==> src/rtl/single_port_synchronous_ram_if.sv <==
// Bus bundle for single_port_synchronous_ram.
// Signals: we (write enable), addr (word address), din (write data),
//          dout (registered read data).
// Modports: master drives we/addr/din and samples dout; slave is the RAM side.
interface single_port_synchronous_ram_if #(
  parameter int unsigned DATA_WIDTH = 8,
  parameter int unsigned ADDR_WIDTH = 4
);
  logic                  we;
  logic [ADDR_WIDTH-1:0] addr;
  logic [DATA_WIDTH-1:0] din;
  logic [DATA_WIDTH-1:0] dout;

  modport master (output we, output addr, output din, input dout);
  modport slave  (input we, input addr, input din, output dout);
endinterface

==> src/rtl/single_port_synchronous_ram.sv <==
// Single-port synchronous RAM: 2^ADDR_WIDTH words of DATA_WIDTH bits,
// synchronous write, registered write-first read, one access per edge.
// Ports:
//   clk  - clock, all state changes on the rising edge
//   rst  - synchronous active-high reset; clears dout and blocks the write
//   bus  - slave modport: we, addr, din in; dout out (registered)
// Option: define SPRAM_RESET_CLEAR_EN to also zero every location on reset.
// Without it, reset leaves the array untouched so it can map to block RAM.
module single_port_synchronous_ram #(
  parameter int unsigned DATA_WIDTH = 8,
  parameter int unsigned ADDR_WIDTH = 4
) (
  input  logic                          clk,
  input  logic                          rst,
  single_port_synchronous_ram_if.slave  bus
);

  localparam int unsigned DEPTH = 1 << ADDR_WIDTH;

  logic [DATA_WIDTH-1:0] mem [DEPTH];
  logic [DATA_WIDTH-1:0] dout_q;

`ifdef SPRAM_RESET_CLEAR_EN
  // Storage array; reset zeroes every location in a single edge.
  always_ff @(posedge clk) begin
    if (rst) begin
      for (int i = 0; i < int'(DEPTH); i++) begin
        mem[i] <= '0;
      end
    end else if (bus.we) begin
      mem[bus.addr] <= bus.din;
    end
  end
`else
  // Storage array; reset only suppresses the write, contents survive.
  always_ff @(posedge clk) begin
    if (!rst && bus.we) begin
      mem[bus.addr] <= bus.din;
    end
  end
`endif

  // Output register: write-first, so a write cycle returns din directly.
  always_ff @(posedge clk) begin
    if (rst) begin
      dout_q <= '0;
    end else if (bus.we) begin
      dout_q <= bus.din;
    end else begin
      dout_q <= mem[bus.addr];
    end
  end

  assign bus.dout = dout_q;

endmodule

==> src/flat_wrapper.sv <==
// flat-port wrapper written by rule: the top's interface ports become plain ports
module single_port_synchronous_ram_flat 
#(
  parameter int unsigned DATA_WIDTH = 8,
  parameter int unsigned ADDR_WIDTH = 4
)
  (clk, rst, bus_we, bus_addr, bus_din, bus_dout);
  single_port_synchronous_ram_if #(.DATA_WIDTH(DATA_WIDTH), .ADDR_WIDTH(ADDR_WIDTH)) bus_i ();
  input  logic clk;
  input  logic rst;
  input wire logic [$bits(bus_i.we)-1:0] bus_we;
  input wire logic [$bits(bus_i.addr)-1:0] bus_addr;
  input wire logic [$bits(bus_i.din)-1:0] bus_din;
  output wire logic [$bits(bus_i.dout)-1:0] bus_dout;
  assign bus_i.we = bus_we;
  assign bus_i.addr = bus_addr;
  assign bus_i.din = bus_din;
  assign bus_dout = bus_i.dout;
  single_port_synchronous_ram #(.DATA_WIDTH(DATA_WIDTH), .ADDR_WIDTH(ADDR_WIDTH)) u_core (.clk(clk), .rst(rst), .bus(bus_i));
endmodule
==> config.mk <==
export PLATFORM = sky130hd
export DESIGN_NAME = single_port_synchronous_ram_flat
export DESIGN_NICKNAME = d
export VERILOG_FILES = /design/src/rtl/single_port_synchronous_ram_if.sv /design/src/rtl/single_port_synchronous_ram.sv /design/src/flat_wrapper.sv
export SDC_FILE = /design/constraint.sdc
export NUM_CORES = 1
export LEC_CHECK = 0
export CORE_MARGIN = 2
export CORE_UTILIZATION = 35
export DETAILED_ROUTE_END_ITERATION = 12
export SYNTH_ARGS = -nofsm -noshare
export SYNTH_HDL_FRONTEND = slang
export SYNTH_SLANG_ARGS = --single-unit
==> constraint.sdc <==
create_clock -name clk -period 2.07 [get_ports clk]
set_input_delay 0.5175 -clock clk [delete_from_list [all_inputs] [get_ports clk]]
set_output_delay 0.5175 -clock clk [all_outputs]
set_load 0.01 [all_outputs]
* Yosys cells after proc, flatten, opt, wreduce, memory -nomap -nowiden
Memories as Yosys holds them, arrays and structs flattened. A register that Yosys moved wholly into a read port is not among the register bits.
Cells that the tools add are included.
** Storage, ports and cells
- Input bits :: 15
- Bits in read-only memories :: 0
- RAM bits :: 128
- Memories kept :: 1
- Bits in registers :: 0
- Bits in latches :: 0
- Output and inout port bits :: 8
** Memories
- u_core.mem :: words 16, bits a word 8, rd ports 1, clocked after memory_dff 1, wr ports 1, line single_port_synchronous_ram.sv:20 : logic [DATA_WIDTH-1:0] mem [DEPTH];
** Operators by class
- Magnitude comparators :: 0
- Add/sub/neg operators :: 0
- Reduce and logical (&&, ||, !) cells :: 2
- Multiplexer cells :: 2
- Bitwise logic cells :: 0
- Shift-type cells :: 0
- Divide/modulo/power cells :: 0
- Equal/unequal tests :: 0
- $mul :: 0
** Operators by type and width (number)
- 1-bit two-way mux :: 2
- 1-bit logical AND :: 1
- 1-bit zero test :: 1

* Depth between registers and ports, before layout
Gate-level depths: netlist (run 1).
- Depth in word-level cells :: 4
- Depth in mapped cells :: 7

* Worst setup path before layout (run 1)
Ideal clock, no wire load.
- Kind :: in2reg
- Start :: input bus_addr[1]
- End :: memory u_core.mem[1][0] (enable)
- Path slack :: -0.051 ns
- Data required time :: 1.700 ns
- Library setup time :: 0.370 ns
- Data arrival time :: 1.751 ns
- Cell stages on the path :: 5
- Path through :: buf_6 buf_12 buf_6 or3b_1 nor2_1
** RTL lines
- start, declared :: line flat_wrapper.sv:12 : input wire logic [$bits(bus_i.addr)-1:0] bus_addr;
- end, declared :: line single_port_synchronous_ram.sv:20
Straight into the memory's write port.

==> results.json, run 1 <==
{
  "cts_buffers": 17,
  "grtUsageTotal": 0.1490,
  "num-nets-final": 369,
  "grt_pass1_vias": 3040,
  "synth_seq_cells": 136,
  "htree_levels": 4,
  "die_w_um": 127.7,
  "synthFlopType": "edfxtp_1",
  "cts.sinks": 136,
  "yosys_warnings": 0,
  "synth_enable_flop_cells": 128,
  "core_area_mm2": 0.01509,
  "cp_max_fo": 8,
  "leakagePower_nw": 2.347,
  "cts_tree": "yes",
  "finalCriticalPeriod_ns": 2.003,
  "setup_viol": 0,
  "min_from": "bus_din[7]",
  "cp.arrival_ns": 2.29,
  "hold_viol_final": 0,
  "rsz0062_at_grt": "no",
  "num_rows": 45,
  "cts_setup_buffers": 0,
  "vdd_drop_max_mv": 0.5994,
  "outcome": "finished clean",
  "grt_max_degree": 18,
  "clock.fmax_mhz": 499.3,
  "areaGrowthSynthToFinish_pct": 25.32,
  "cts_resized": 0,
  "port-buffer-count": 22,
  "die_y_um": 127.7,
  "die-area_mm2": 0.01631,
  "clk_path_buf_depth": 2,
  "startpoint": "bus_addr[0]",
  "io_pins": 23,
  "maxCapViolCount": 0,
  "drc_errors": 0,
  "hpwl_mm": 7.937,
  "vias": 2871,
  "worstMarginPinSlew_ns": 0.4551,
  "grt.overflow.total": 0,
  "diodes": 0,
  "path_clk_slew_ns": 0.05,
  "pre_cts_ws_ns": -0.3854,
  "clock_tree.root_cell": "clkbuf_16",
  "syn_inst": 266,
  "synthArstFlopShare": 0,
  "power_density_mw_per_mm2": 907.9,
  "antenna_found_initial": 0,
  "drive_gt1_frac": 0.3025,
  "routedWlPerCell_um": 20.35,
  "crit_path_start_kind": "primary input",
  "crit_path_end_kind": "register",
  "dr.pass1.iters": 5,
  "worst_skew_pair.late_latency_ns": 0.40,
  "hold_class": "primary input to register",
  "synth_seq_area_share": 0.7475,
  "vias_per_cell": 5.173,
  "fin_crit_sh": 0.9675,
  "place.gp.congestion": 0.7847,
  "drtIter0Drc": 262,
  "setup_slack_ns": 0.06737,
  "path_class": "primary input to register",
  "maxSlewHeadroom": 0.6966,
  "cp.required_ns": 2.36,
  "ant_nets": 0,
  "finClkSkew_ns": 0.003692,
  "initial_core_util": 0.3550,
  "final_core_util": 0.4449,
  "slew_violations": 0,
  "routed_wl_mm": 11.30,
  "synth_nets": 281,
  "worstReg2RegStart": "u_core.mem[7][0]$_DFFE_PP_",
  "avgSynthCellArea_um2": 20.14,
  "netlist-cell-type-count": 33,
  "p_total_mw": 6.095,
  "grt_pass1_wl_mm": 17.63,
  "postCtsHoldBufs": 0,
  "netlist_area_mm2": 0.005356
}
## metrics by stage
stage / TNS, ns / std cells / cell area (µm²) / hold slack (ns)
final: 0 / 555 / 6713 / 0.7715
after global routing: 0 / 555 / 6713 / 0.7850
after CTS: 0 / 555 / 6710 / 0.7530
after detailed placement: -21.66 / 523 / 6183 / 0.7691
after global placement: -21.66 / 523 / 6183 / 0.7731
after floorplan: -2.239 / 266 / 5359 / 0.6164
## placed cells by master, fill, tap and decap left out, types with 2 or more instances in the layout
master           instances
edfxtp_1               128
buf_4                   58
clkdlybuf4s50_1         21
mux2i_1                 18
nor2_1                  17
clkbuf_16               17
mux4_2                  14
mux4_1                   9
o221ai_1                 8
a21oi_1                  8
dfxtp_1                  8
inv_1                    7
a221oi_2                 7
clkbuf_1                 7
a22oi_1                  6
clkinv_2                 4
clkbuf_8                 4
nand2b_1                 3
buf_12                   3
nand2_1                  2
## worst paths after layout
check | endpoint | slack, ns | cells after the start
max | u_core.bus.dout[1]$_SDFF_PP0_ | 0.07 | 5
min | u_core.bus.dout[7]$_SDFF_PP0_ | 0.77 | 3
max reg2reg | u_core.bus.dout[0]$_SDFF_PP0_ | 0.59 | 4
min reg2reg | u_core.bus.dout[6]$_SDFF_PP0_ | 0.78 | 4
## metal layers
metal  track usage  routed length (µm)
met5             0                   0
met3       0.03923                 476
met2        0.2375                5537
met4       0.05107                 132
met1        0.1996                5150
## report_power, final
part	internal, mW	switching (mW)	total [mW]	leakage (nW)
clock network	1.65	0.992	2.64	0.262
logic	0.187	0.202	0.389	0.865
registers	3.05	0.0107	3.06	1.22
## kinds of logic after synthesis
kind of cell / count (synthesis) / synth area share
simple gates: 34 / 0.03271
compound gates: 33 / 0.05490
mux: 41 / 0.1366
buf+inv: 22 / 0.02826
flops: 136 / 0.7475
## flip-flops by register name, summed over array words and instances (netlist names)
signal and count:
u_core.mem 128, u_core.bus.dout 8
## critical path, stage by stage
cell and delay, ns:
clkdlybuf4s50_1 0.54, or3b_4 0.50, o221ai_1 0.31, a21oi_1 0.10, a221oi_2 0.31
## synthesized netlist by cell type, types with 2 or more instances
master,instances,area (µm²)
inv_1,7,26.28
mux2i_1,18,180.2
clkbuf_1,4,15.01
a22oi_1,6,45.04
edfxtp_1,128,3844
mux4_1,9,236.5
or3b_1,2,17.52
a221oi_2,7,105.1
buf_12,3,60.06
buf_2,4,20.02
nand2_1,2,7.510
buf_6,2,22.52
a21oi_1,8,40.04
nand2b_1,3,18.77
nor2_1,18,67.56
o221ai_1,8,70.07
mux4_2,14,315.3
dfxtp_1,8,160.2
## area by class of cell
cell class	count	area, µm²
Clock inverter	4	20.02
Inverter	8	30.03
Timing Repair Buffer	83	710.7
Sequential cell	136	4004
Fill cell	1293	8377
Multi-Input combinational cell	108	1206
Clock buffer	28	506.7
Tap cell	188	235.2
Note: power is estimated with default switching activity, not from simulation.
==> run 2: changes to the inputs <==
Settings changed: GPL_TIMING_DRIVEN set to 0, PLACE_DENSITY set to 0.6.
==> run 2 against run 1 <==
Against the previous run:
- register-to-register slack about the same
- routed wire length down 1.7%
- sequential cell count unchanged
- sequential power is essentially flat
- sequential share of layout area grew 0.45 points
- global-route usage hardly changed
- final area is 0.75% lower
- maximum frequency down 1.4%
- power increased by 6.8%
- highest routed layer unchanged
- utilization down 0.33 points
==> results.json, run 2 (same netlist as run 1, synthesis figures left out) <==
{
  "clock.fmax_mhz": 492.1,
  "grtUsageTotal": 0.1489,
  "core_area_mm2": 0.01509,
  "finClkSkew_ns": 0.006338,
  "pre_cts_ws_ns": -0.8125,
  "hpwl_mm": 6.826,
  "worstMarginPinSlew_ns": 0.7581,
  "clk_path_buf_depth": 2,
  "die-area_mm2": 0.01631,
  "power_density_mw_per_mm2": 976.7,
  "drtIter0Drc": 287,
  "fin_crit_sh": 0.9816,
  "final_core_util": 0.4415,
  "initial_core_util": 0.3550,
  "diodes": 0,
  "crit_path_end_kind": "register",
  "hold_class": "primary input to register",
  "maxSlewHeadroom": 0.4930,
  "drive_gt1_frac": 0.2738,
  "num_rows": 45,
  "cts_buffers": 17,
  "cp_max_fo": 10,
  "path_class": "primary input to register",
  "reg2reg_setup_slack_ns": 0.60,
  "io_pins": 23,
  "areaGrowthSynthToFinish_pct": 24.39,
  "clock_tree.root_cell": "clkbuf_16",
  "routed_wl_mm": 11.10,
  "slew_violations": 0,
  "ant_nets": 0,
  "setup_slack_ns": 0.03802,
  "vdd_drop_max_mv": 0.5959,
  "hold_depth": 2,
  "hold_viol_final": 0,
  "finalNonFillerCells": 513,
  "num-nets-final": 327,
  "dp.cells": 473,
  "die_y_um": 127.7,
  "htree_levels": 4,
  "mostFrequentLayoutCells": "edfxtp_1, clkdlybuf4s50_1, mux2i_1",
  "worst_skew_pair.late_latency_ns": 0.41,
  "cts_tree": "yes",
  "vias": 2634,
  "grt_pass1_vias": 2700,
  "startpoint": "bus_addr[3]",
  "path_clk_slew_ns": 0.05,
  "antenna_found_initial": 0,
  "min_to": "u_core.bus.dout[4]$_SDFF_PP0_",
  "leakagePower_nw": 2.191,
  "fillers": 1294,
  "cp.arrival_ns": 2.12,
  "layout_commonest_cell": "edfxtp_1",
  "maxCapViolCount": 0,
  "min_from": "bus_we",
  "worstReg2RegStart": "u_core.mem[4][6]$_DFFE_PP_",
  "place.gp.congestion": 0.7600,
  "finalCriticalPeriod_ns": 2.032,
  "crit_path_start_kind": "primary input",
  "grt.overflow.total": 0,
  "die_w_um": 127.7,
  "drc_errors": 0,
  "top_register": "u_core.mem",
  "rsz0062_at_grt": "yes",
  "routedWlPerCell_um": 21.64,
  "largest_reg_flops": 128,
  "setup_viol": 0,
  "grt_max_degree": 18,
  "grt_pass1_wl_mm": 16.79,
  "dr.pass1.iters": 4,
  "cp.required_ns": 2.15,
  "cts.sinks": 136,
  "port-buffer-count": 19,
  "vias_per_cell": 5.135,
  "outcome": "finished clean",
  "r2r_end": "u_core.bus.dout[6]$_SDFF_PP0_",
  "reg2reg_depth": 4
}
==> run 2: cell count changes in the layout (fill, tap and decap cells not counted), sizes merged <==
cell | previous run | this run
buf | 62 | 17
bufinv | 0 | 3
clkdlybuf4s50 | 21 | 19
clkinv | 5 | 7
==> run 2: final cells by class <==
class	count	area (µm²)	area share
Clock inverter	9	120.1	0.01803
Clock buffer	23	498.0	0.07474
Buffer	14	126.4	0.01897
Multi-Input combinational cell	108	1324	0.1987
Sequential cell	136	4004	0.6009
Timing Repair Buffer	27	325.3	0.04883
Inverter	8	30.03	0.004507
Tap cell	188	235.2	0.03531
==> run 2: where the power goes <==
group	internal, mW	total (mW)	switching, mW
combinational	0.154	0.366	0.212
clock	2.04	3.08	1.04
sequential	3.05	3.06	0.00899
total	5.25	6.51	1.26
==> run 2: timing repair <==
| item | in CTS | in global routing |
|---|---|---|
| setup buffers | 2 | 6 |
| endpoints found under the setup margin | 120 | 127 |
| resized for setup | 23 | 14 |
| hold buffers | 0 | 0 |
| pin swaps | 2 | 7 |
==> run 2: how the worst max path moves through the flow <==
stage                                    endpoint  slack (ns)
floorplan              u_core.mem[1][0]$_DFFE_PP_       -0.05
global placement      u_core.mem[13][0]$_DFFE_PP_       -0.83
detailed placement     u_core.mem[1][7]$_DFFE_PP_       -0.81
CTS                    u_core.mem[5][3]$_DFFE_PP_       -0.21
global route        u_core.bus.dout[1]$_SDFF_PP0_       -0.04
finish                u_core.mem[13][6]$_DFFE_PP_        0.04
==> run 2: layer usage <==
layer,up-vias,part of all wire,global-route usage
met5,-,0,0
met4,0,0.011,0.05818
met3,10,0.035,0.04591
met2,52,0.48,0.2249
met1,1370,0.47,0.2028
li1,1202,-,-
==> run 2: stage by stage <==
stage	power, mW	hold WS (ns)	TNS [ns]	cell area, µm²
floorplan	3.308	0.6164	-2.239	5359
global placement	3.456	0.8454	-85.95	5784
detailed placement	3.463	0.7956	-89.54	5784
CTS	6.550	0.5100	-7.733	6507
global route	6.735	0.5272	-0.5331	6663
finish	6.507	0.5325	0	6663
==> run 2: worst max-delay path, cell delays in order <==
cell and delay [ns]:
clkdlybuf4s50_1 0.58, buf_2 0.34, nand2_1 0.31, nor2_4 0.36
==> patch: new RTL, settings of run 2 <==
The option `SPRAM_RESET_CLEAR_EN` is turned on by a define.
--- a/src/rtl/single_port_synchronous_ram.sv
+++ b/src/rtl/single_port_synchronous_ram.sv
@@ -6,6 +6,8 @@
 //   bus  - slave modport: we, addr, din in; dout out (registered)
 // Option: define SPRAM_RESET_CLEAR_EN to also zero every location on reset.
 // Without it, reset leaves the array untouched so it can map to block RAM.
+`define SPRAM_RESET_CLEAR_EN
+
 module single_port_synchronous_ram #(
   parameter int unsigned DATA_WIDTH = 8,
   parameter int unsigned ADDR_WIDTH = 4
Behaviour: not the same (a bounded check fails within 4 cycles, from zero or initial values and one cycle with rst high).
==> patch against run 2 <==
- the run now ends with negative setup slack left
- setup slack got worse by 0.075 ns
- non-clock buffer count rose by 44
- hold slack got worse by 0.051 ns
- fmax fell by 3.6%
- total power rose by 0.94%
- area after synthesis rose by 19%
- wire length rose by 61%
- design area rose by 15%
- sequential cell count did not move
- highest routed layer unchanged
==> patch: results (changes against run 2) <==
metric,value,unit,change
status,finished with violations,,
violations,negative setup slack,,
clkTransAtPathRegs,0.05,ns,about the same
fill_cells,1623,,+25%
grt_antenna_before_repair,0,,unchanged
port_buffers,17,,-2
rr_endpoint,u_core.bus.dout[6],,
hold_path_class,in -> reg,,
clk_path_buf_depth,2,,unchanged
nets,505,,+54%
synth_cell_types,39,,+18%
synth_seq_area_share,62.89,%,-12 points
diodes,0,,unchanged
rr_worst_depth,4,,unchanged
dp.final_hpwl,11.68,mm,+71%
crit_family,buffers and inverters,,
drtPass1Iterations,5,,+1
synth-edff-count,128,,unchanged
irDropWorstVdd,648.3,uV,+8.8%
reg2reg_from,u_core.mem[7][6],,
drt-total-wl,17.83,mm,+61%
worstHoldStart,rst,,
finalWeightedCongestion,0.8359,,+10%
syn-num-nets,460,,+64%
drtIter0Drc,429,,+49%
fin_skew,0.006849,ns,+0.0005112 ns
grt_pass1_vias,4484,,+66%
viasPerCell,5.859,,+14%
synth_common_cells,"128 x edfxtp_1, 98 x nor3_1, 32 x nor4_1",,
synth_ff_type,edfxtp_1,,
power.leakage,2.401,nW,+9.6%
largest-register,u_core.mem,,
synth.top_cells.by_area,"edfxtp_1 60%, nor3_1 7.7%, mux4_1 4.5%",,
fin_ws,-0.03693,ns,-0.07495 ns
setup_viol,8,,+8
dp_slack,-1.255,ns,-0.4423 ns
cts_tree,done,,
rrSetupSlack,0.25,ns,-0.35 ns
grt_pass1_wl,26.78,mm,+59%
numCtsBuffers,17,,unchanged
path_max_fanout,10,,unchanged
worstSkewPairLatency,0.42,ns,
maxSlewHeadroom,42.90,%,-6.4 points
yosysWarnings,0,,unchanged
synth_compound_area_share,6.053,%,+0.56 points
cts-root-buf,clkbuf_16,,
grt_use_total,18.96,%,+4.1 points
hold_depth,2,,unchanged
cp.arrival,2.17,ns,+0.05 ns
largest_reg_flops,128,,unchanged
grt_max_degree,17,,-1
drive_above_1_share,21.27,%,-6.1 points
htreeDepth,4,,unchanged
synth_mux_area_share,11.58,%,-2.1 points
critPathSlowestCell,clkdlybuf4s50_1,,
critPathMaxStageDelay,0.53,ns,-0.05 ns
hold_end,u_core.bus.dout[2],,
async_flop_share,0,%,unchanged
synthAdderAreaFrac,0,%,unchanged
synthXorXnorAreaFrac,0,%,unchanged
[patch: cell types whose count changed in the layout (fill, tap and decap cells not counted), moves of 6 or more]
cell | before | now
inv_1 | 7 | 1
nor2_4 | 16 | 0
a21oi_1 | 8 | 0
o21ai_4 | 0 | 6
a211oi_1 | 0 | 6
buf_2 | 3 | 11
clkinv_1 | 1 | 8
o21ai_2 | 0 | 6
nor3_1 | 1 | 98
o32ai_1 | 0 | 6
clkbuf_1 | 3 | 34
o221ai_1 | 8 | 0
nor4_1 | 0 | 32
buf_4 | 2 | 8
[patch: what timing repair did]
action                                  in CTS  in global routing
resized for setup                           24                  9
setup buffers                                7                  3
pin swaps                                    6                  3
endpoints found under the setup margin     115                107
cloned                                       0                  0
[patch: metrics by stage]
step	TNS, ns	std cells	hold WS [ns]	utilization [%]	instance area [um2]
floorplan	-5.718	445	0.7542	-	6424
global placement	-124.57	691	0.8759	38.43	6880
detailed placement	-131.58	691	0.8588	38.43	6880
CTS	-0.07247	730	0.4665	42.51	7610
global route	-1.660	732	0.4927	42.79	7660
finish	-0.2664	732	0.4818	42.79	7660
[patch: routing by layer]
metal	global-route usage [%]	share of wire (%)	vias to the layer above
met3	4.834	6.9	45
li1	-	-	1888
met4	9.729	4.0	0
met2	29.17	47	196
met1	24.95	42	2160
met5	0	0	-
[patch: cell type report]
class	count	area (um2)	share of cell area [%]
Inverter	9	33.78	0.4410
Buffer	58	349.1	4.557
Multi-Input combinational cell	241	2146	28.01
Clock inverter	5	25.02	0.3267
Sequential cell	136	4004	52.27
Clock buffer	27	483.0	6.305
Timing Repair Buffer	27	332.8	4.345
Tap cell	229	286.5	3.741
[patch: power breakdown]
part           total, mW  switching [mW]  internal (mW)  leakage (nW)
sequential          3.21          0.0414           3.17          1.29
clock               2.66            1.08           1.58         0.253
combinational      0.704           0.437          0.267         0.861
total               6.57            1.55           5.01          2.40
[patch: how the worst max path moves through the flow]
stage / from / to / slack, ns / cells past startpoint
after detailed placement: bus_addr[1] / u_core.mem[6][2] / -1.25 / 5
after CTS: bus_addr[1] / u_core.mem[15][5] / -0.01 / 5
final: bus_addr[1] / u_core.mem[11][3] / -0.04 / 5
after floorplan: bus_addr[0] / u_core.mem[10][0] / -0.21 / 6
after global routing: bus_addr[1] / u_core.mem[15][2] / -0.08 / 5
after global placement: bus_addr[1] / u_core.mem[10][2] / -1.16 / 5
[patch: worst reg2reg max path, cell delays in order (launching register included)]
cell and delay, ns:
edfxtp_1 0.37, mux4_1 0.51, and2_1 0.17, nor3_1 0.50
a2111oi_2 0.10
[patch: logic make-up after synthesis]
family                 after synthesis
AND/OR/NAND/NOR                    153
flip-flops                         136
multiplexers                        42
buffers and inverters               68
AO/OA/AOI/OAI                       46
